<file path="src/rtl/predictor_pkg.sv">
// Shared types and helpers for the bimodal branch predictor: 2-bit counter
// state encodings, saturating counter arithmetic and PC-to-index extraction.
package predictor_pkg;

   typedef enum logic [1:0] {
      SNT = 2'b00,
      WNT = 2'b01,
      WT  = 2'b10,
      ST  = 2'b11
   } ctr2_e;

   // Saturating step for a counter of up to 4 bits; upper bits beyond ctr_w are zero.
   function automatic logic [3:0] sat_next(input logic [3:0] ctr, input logic up, input int ctr_w);
      logic [3:0] max_val;
      max_val = 4'((1 << ctr_w) - 1);
      if (up) return (ctr == max_val) ? ctr : ctr + 4'd1;
      else    return (ctr == 4'd0)    ? ctr : ctr - 4'd1;
   endfunction

   function automatic logic [31:0] calc_index(input logic [63:0] pc, input int pc_lsb, input int idx_w);
      logic [63:0] mask;
      mask = (64'd1 << idx_w) - 64'd1;
      return 32'((pc >> pc_lsb) & mask);
   endfunction

endpackage

</file>
<file path="src/rtl/bimodal_predictor_sat_counter.sv">
// One saturating direction counter of the prediction table.
module sat_counter
   import predictor_pkg::*;
#(
   parameter int CTR_W    = 2,
   parameter int CTR_INIT = 0
) (
   input  logic             clk,
   input  logic             rst_n,
   input  logic             inc_en,
   input  logic             dec_en,
   output logic [CTR_W-1:0] ctr
);

   // NOTE: table entries are individually reset flops, so a reset wipes all training at once.
   always_ff @(posedge clk or negedge rst_n) begin
      if (!rst_n) begin
         ctr <= CTR_W'(CTR_INIT);
      end else if (inc_en || dec_en) begin
         // NOTE: non-blocking assignment keeps every counter update on the same edge semantics.
         ctr <= CTR_W'(sat_next(4'(ctr), inc_en, CTR_W));
      end
   end

endmodule

</file>
<file path="src/rtl/bimodal_predictor.sv">
// Bimodal branch direction predictor with registered prediction output.
// Optional global-history XOR indexing is enabled by BIMODAL_PREDICTOR_GSHARE_EN.
module bimodal_predictor
   import predictor_pkg::*;
#(
   parameter int PC_W     = 32,
   parameter int ENTRIES  = 64,
   parameter int CTR_W    = 2,
   parameter int PC_LSB   = 2,
   parameter int CTR_INIT = 0,
   parameter int HIST_W   = 8
) (
   input  logic            clk,
   input  logic            rst_n,
   input  logic            request,
   input  logic [PC_W-1:0] req_pc,
   input  logic            result,
   input  logic [PC_W-1:0] res_pc,
   input  logic            taken,
   output logic            prediction,
   output logic            pred_valid
);

   localparam int IDX_W = $clog2(ENTRIES);

   logic [IDX_W-1:0] req_base;
   logic [IDX_W-1:0] res_base;
   logic [IDX_W-1:0] req_idx;
   logic [IDX_W-1:0] upd_idx;
   logic [CTR_W-1:0] ctr_q [ENTRIES];

   assign req_base = IDX_W'(calc_index(64'(req_pc), PC_LSB, IDX_W));
   assign res_base = IDX_W'(calc_index(64'(res_pc), PC_LSB, IDX_W));

`ifdef BIMODAL_PREDICTOR_GSHARE_EN
   logic [HIST_W-1:0] hist;

   // Both lookups see the history from before this cycle's shift.
   always_ff @(posedge clk or negedge rst_n) begin
      if (!rst_n)      hist <= '0;
      else if (result) hist <= {hist[HIST_W-2:0], taken};
   end

   assign req_idx = req_base ^ IDX_W'(hist);
   assign upd_idx = res_base ^ IDX_W'(hist);
`else
   localparam int HIST_W_UNUSED = HIST_W;

   assign req_idx = req_base;
   assign upd_idx = res_base;
`endif

   for (genvar i = 0; i < ENTRIES; i++) begin : g_table
      logic hit;
      assign hit = result && (upd_idx == IDX_W'(i));

      sat_counter #(
         .CTR_W    (CTR_W),
         .CTR_INIT (CTR_INIT)
      ) u_ctr (
         .clk    (clk),
         .rst_n  (rst_n),
         .inc_en (hit && taken),
         .dec_en (hit && !taken),
         .ctr    (ctr_q[i])
      );
   end

   // Reads the pre-edge counter value, so a same-cycle update to the same entry is not seen.
   always_ff @(posedge clk or negedge rst_n) begin
      if (!rst_n) begin
         prediction <= 1'b0;
         pred_valid <= 1'b0;
      end else begin
         pred_valid <= request;
         if (request) prediction <= ctr_q[req_idx][CTR_W-1];
      end
   end

endmodule

</file>
<file path="config.mk">
export PLATFORM = sky130hd
export DESIGN_NAME = bimodal_predictor
export DESIGN_NICKNAME = d
export VERILOG_FILES = /design/src/rtl/predictor_pkg.sv /design/src/rtl/bimodal_predictor_sat_counter.sv /design/src/rtl/bimodal_predictor.sv
export SDC_FILE = /design/constraint.sdc
export NUM_CORES = 1
export LEC_CHECK = 0
export ABC_AREA = 1
export BUFFER_PORTS_ARGS = -buffer_cell sky130_fd_sc_hd__buf_2
export CORE_MARGIN = 2
export CORE_UTILIZATION = 56
export CTS_BUF_LIST = sky130_fd_sc_hd__clkbuf_8
export DETAILED_ROUTE_END_ITERATION = 10
export PLACE_DENSITY = 0.8
export SETUP_SLACK_MARGIN = 0.2
export SYNTH_ARGS = -nofsm -noshare
export SYNTH_HDL_FRONTEND = slang
export SYNTH_SLANG_ARGS = --single-unit
</file>
<file path="constraint.sdc">
create_clock -name clk -period 1.1 [get_ports clk]
set_input_delay 0.055 -clock clk [delete_from_list [all_inputs] [get_ports clk]]
set_output_delay 0.055 -clock clk [all_outputs]
set_load 0.005 [all_outputs]
</file>
==> qor.log <==
INFO  worst_setup_path worstReg2RegStart=g_table[18].u_ctr.ctr[1]
INFO  worst_setup_path timing.critical_path.required=1.45ns
INFO  finish         area_growth=37.0%
INFO  worst_setup_path reg2reg_to=prediction
INFO  run_status     outcome=complete, but fails checks
INFO  sta            fin_crit_sh=1.10
INFO  synthesis      synth_top_cell_by_area=sky130_fd_sc_hd__dfrtp_1
INFO  clock_network  tritoncts_clock_tree=done
INFO  floorplanning  fp.dieArea=13700µm²
INFO  worst_setup_path cp.arrival=1.56ns
INFO  sta            max_freq=0.828GHz
INFO  clock_network  clk-insertion-delay-late=0.46ns
INFO  min_path       min_from=request
INFO  routing        routed_via_density=5.56
INFO  sta            finalSetupViolations=2
INFO  placed_design  buffer_ports.inserted=18
INFO  finish         nets=1273
INFO  synthesis      synth.area.top_cells=sky130_fd_sc_hd__dfrtp_1 (45%), sky130_fd_sc_hd__o21ai_0 (18%), sky130_fd_sc_hd__nand2_1 (16%)
INFO  finish         antenna_cells=0
INFO  min_path       worst_min_path_class=in2reg
INFO  synthesis      synthesized_netlist_cell_count=1050
INFO  placed_design  gp_congestion=0.932
INFO  sta            rsz_0062_raised_after_global_routing=true
INFO  global_route   grt_antenna_before_repair=0
INFO  finish         area_taken_by_multi_input_logic_gates=3950µm²
INFO  min_path       hold-path-endpoint=pred_valid
INFO  finish         stdcell_area=9820µm²
INFO  flow_run       cap_violations=0
INFO  synthesis      post_synth_instance_area=7170µm²
INFO  floorplanning  die_w=117µm
INFO  clock_network  cts-htree-levels=4
INFO  sta            clk_skew=0.00858ns
INFO  routing        dr_drc_count=0
INFO  global_route   vias_in_the_first_global_route=6955
INFO  clock_network  clkSinkCount=130
INFO  sta            max_slew.worst_pin.slew=0.381ns
INFO  synthesis      yosysMostFrequentCell=sky130_fd_sc_hd__nand2_1
INFO  synthesis      postSynth.asyncResetShare=1.00
INFO  synthesis      ys.flop_type=sky130_fd_sc_hd__dfrtp_1
INFO  sta            setup_tns=-0.159ns
INFO  routing        drtPass1Iterations=5
INFO  floorplanning  floorplan.core_area=12600µm²
INFO  synthesis      postSynthRegisterBits=130
INFO  sta            post-route-worst-setup-slack=-0.107ns
INFO  power          max-vdd-ir-drop=1.28mV
INFO  routing        avgRoutedWirePerCell=15.4µm
INFO  floorplanning  ioPinCount=71
INFO  sta            clock_period_minus_worst_slack=1.21ns
INFO  global_route   wire_length_of_the_first_global_routing_pass=33300µm
INFO  finish         finalCoreUtilization=0.782
INFO  worst_setup_path worst-r2r-setup-slack=-0.11ns
INFO  placed_design  pre_cts_slack=-0.194ns
INFO  synthesis      post_synth_num_cell_types=15
INFO  clock_network  clk_path_buf_depth=2
INFO  clock_network  cts_buffers=17
INFO  synthesis      ys_warn_count=0
INFO  routing        total_via_count_after_detailed_routing=7703
INFO  worst_setup_path critical_path_class=reg2reg
INFO  clock_network  clk_transition_reported_paths=0.07ns
INFO  floorplanning  die_h=117µm
INFO  run_status     violations=negative hold slack, negative setup slack
INFO  placed_design  hpwlAfterDp=13500µm
INFO  routing        final_antenna_net_count=0
INFO  global_route   global_route.overflow_total=0
INFO  synthesis      netlist_top_cells_count=sky130_fd_sc_hd__nand2_1 (312), sky130_fd_sc_hd__o21ai_0 (251), sky130_fd_sc_hd__nor2_1 (135), sky130_fd_sc_hd__dfrtp_1 (130), sky130_fd_sc_hd__inv_1 (102)
INFO  clock_network  ctsHoldBuffers=2
INFO  placed_design  numPlacedInstances=1315
INFO  worst_setup_path worstSetupStartpointType=flop
INFO  min_path       worst_hold_path.num_cells=1
INFO  finish         share_of_layout_cells_above_drive_strength_1=0.297
INFO  synthesis      number_of_flops_mapped_to_enable_cells_by_yosys=0
INFO  worst_setup_path critPathCaptureType=flop
INFO  floorplanning  initial_core_util=0.571
INFO  floorplanning  rows=41
INFO  routing        detail_route.iter0.violations=774
INFO  clock_network  clockRootBuffer=sky130_fd_sc_hd__clkbuf_8
INFO  synthesis      synth.net_count=1119
INFO  global_route   track_usage=0.316
INFO  sta            fin_worst_hold_slack=-0.247ns
INFO  power          leakagePower=4.22nW
INFO  sta            maxSlewViolCount=0
INFO  global_route   largest_net_degree_at_the_start_of_global_routing=55
INFO  finish         fill_cell_count=836
INFO  routing        routed_wirelength=21300µm
INFO  synthesis      ys_seq_area_frac=0.454
INFO  finish         register_area=3250µm²
INFO  power          power.density_cell_area=1450nW/µm²
INFO  sta            final_number_of_hold_violating_endpoints=2
INFO  worst_setup_path worstRegToRegCells=10
INFO  finish         finalNonFillerCells=1386
INFO  synthesis      synthesis.area_per_instance=6.83µm²
INFO  placed_design  detailed_place.area=8510µm²
INFO  sta            relSlewSlack=0.745
INFO  worst_setup_path crit_fanout=2
INFO  synthesis      synth_top_area_share=0.454
[worst max-delay path: stages, from the launching register on]
cell and delay, ns:
sky130_fd_sc_hd__dfrtp_1 0.42, sky130_fd_sc_hd__nand2_1 0.08, sky130_fd_sc_hd__nand3_1 0.07, sky130_fd_sc_hd__nand3_1 0.12, sky130_fd_sc_hd__nand3_1 0.09, sky130_fd_sc_hd__nand2_1 0.06
sky130_fd_sc_hd__nand2_1 0.05, sky130_fd_sc_hd__nand3b_1 0.07, sky130_fd_sc_hd__nand2_1 0.05, sky130_fd_sc_hd__nand2_1 0.05, sky130_fd_sc_hd__nand2_1 0.04
[worst max-delay path by stage]
stage,start,endpoint,slack [ns],cells past startpoint
floorplan,g_table[13].u_ctr.ctr[1],prediction,0.05,10
global placement,res_pc[5],g_table[8].u_ctr.ctr[1],-0.17,10
detailed placement,res_pc[7],g_table[46].u_ctr.ctr[1],-0.19,9
CTS,g_table[1].u_ctr.ctr[1],prediction,-0.07,10
global route,g_table[41].u_ctr.ctr[1],prediction,-0.24,10
finish,g_table[18].u_ctr.ctr[1],prediction,-0.11,10
[flip-flops by register name (all words and copies together) (netlist names)]
register and count:
g_table.u_ctr.ctr 128, pred_valid 1, prediction 1
[layout by cell type, fill, tap and decap left out, types with 2 or more instances in the layout]
cell                            count
sky130_fd_sc_hd__o21ai_0           42
sky130_fd_sc_hd__buf_4             71
sky130_fd_sc_hd__o21ai_2           66
sky130_fd_sc_hd__dfrtp_1          130
sky130_fd_sc_hd__nor2_4            26
sky130_fd_sc_hd__o21ai_1          155
sky130_fd_sc_hd__inv_1             78
sky130_fd_sc_hd__nor3_2             2
sky130_fd_sc_hd__a21oi_2            2
sky130_fd_sc_hd__nand3_1           57
sky130_fd_sc_hd__buf_12            12
sky130_fd_sc_hd__dlygate4sd3_1      2
sky130_fd_sc_hd__nor2_1            73
sky130_fd_sc_hd__o211ai_1           2
sky130_fd_sc_hd__bufinv_16          2
sky130_fd_sc_hd__a21oi_1            3
sky130_fd_sc_hd__nand2_1          311
sky130_fd_sc_hd__nand3_2            3
sky130_fd_sc_hd__buf_6             70
sky130_fd_sc_hd__buf_2             16
sky130_fd_sc_hd__inv_2             28
sky130_fd_sc_hd__nor2_2            36
sky130_fd_sc_hd__clkbuf_8          19
sky130_fd_sc_hd__clkinv_2           3
[logic make-up after synthesis]
kind of cell,synth area share
buf+inv,0.0778
flops,0.454
compound gates,0.190
simple gates,0.278
[power by group]
| part | internal [mW] | switching (mW) | total (mW) |
|---|---|---|---|
| logic | 1.94 | 2.13 | 4.07 |
| clock network | 2.05 | 1.83 | 3.88 |
| registers | 5.58 | 0.737 | 6.32 |
[area by class of cell]
class | instances | share of cell area
sequential | 130 | 0.331
multi-input combinational | 782 | 0.402
timing repair buffer | 171 | 0.169
inverter | 102 | 0.0390
tap | 172 | 0.0219
clock inverter | 10 | 0.00993
clock buffer | 19 | 0.0266
[stage by stage]
stage	power, mW	hold slack [ns]
final	14.3	-0.247
after global routing	15.0	-0.253
after floorplan	7.73	-0.241
after global placement	8.92	-0.0409
after detailed placement	9.04	-0.0391
after CTS	13.5	-0.270
[routing by layer]
| layer | vias to the layer above | part of all wire | wire length (µm) | track usage |
|---|---|---|---|---|
| met5 | - | 0 | 0 | 0 |
| met4 | 0 | 0.027 | 570 | 0.117 |
| met3 | 49 | 0.068 | 1450 | 0.0716 |
| met2 | 289 | 0.49 | 10400 | 0.506 |
| met1 | 3641 | 0.41 | 8830 | 0.423 |
| li1 | 3724 | - | - | - |
[what timing repair did]
action / in CTS / in global routing
endpoints found under the hold margin: 133 / 2
gates resized for setup: 206 / 191
pin swaps: 38 / 22
setup buffers: 23 / 17
setup endpoints to repair: 69 / 102
Power figures use the tool's default switching activity.
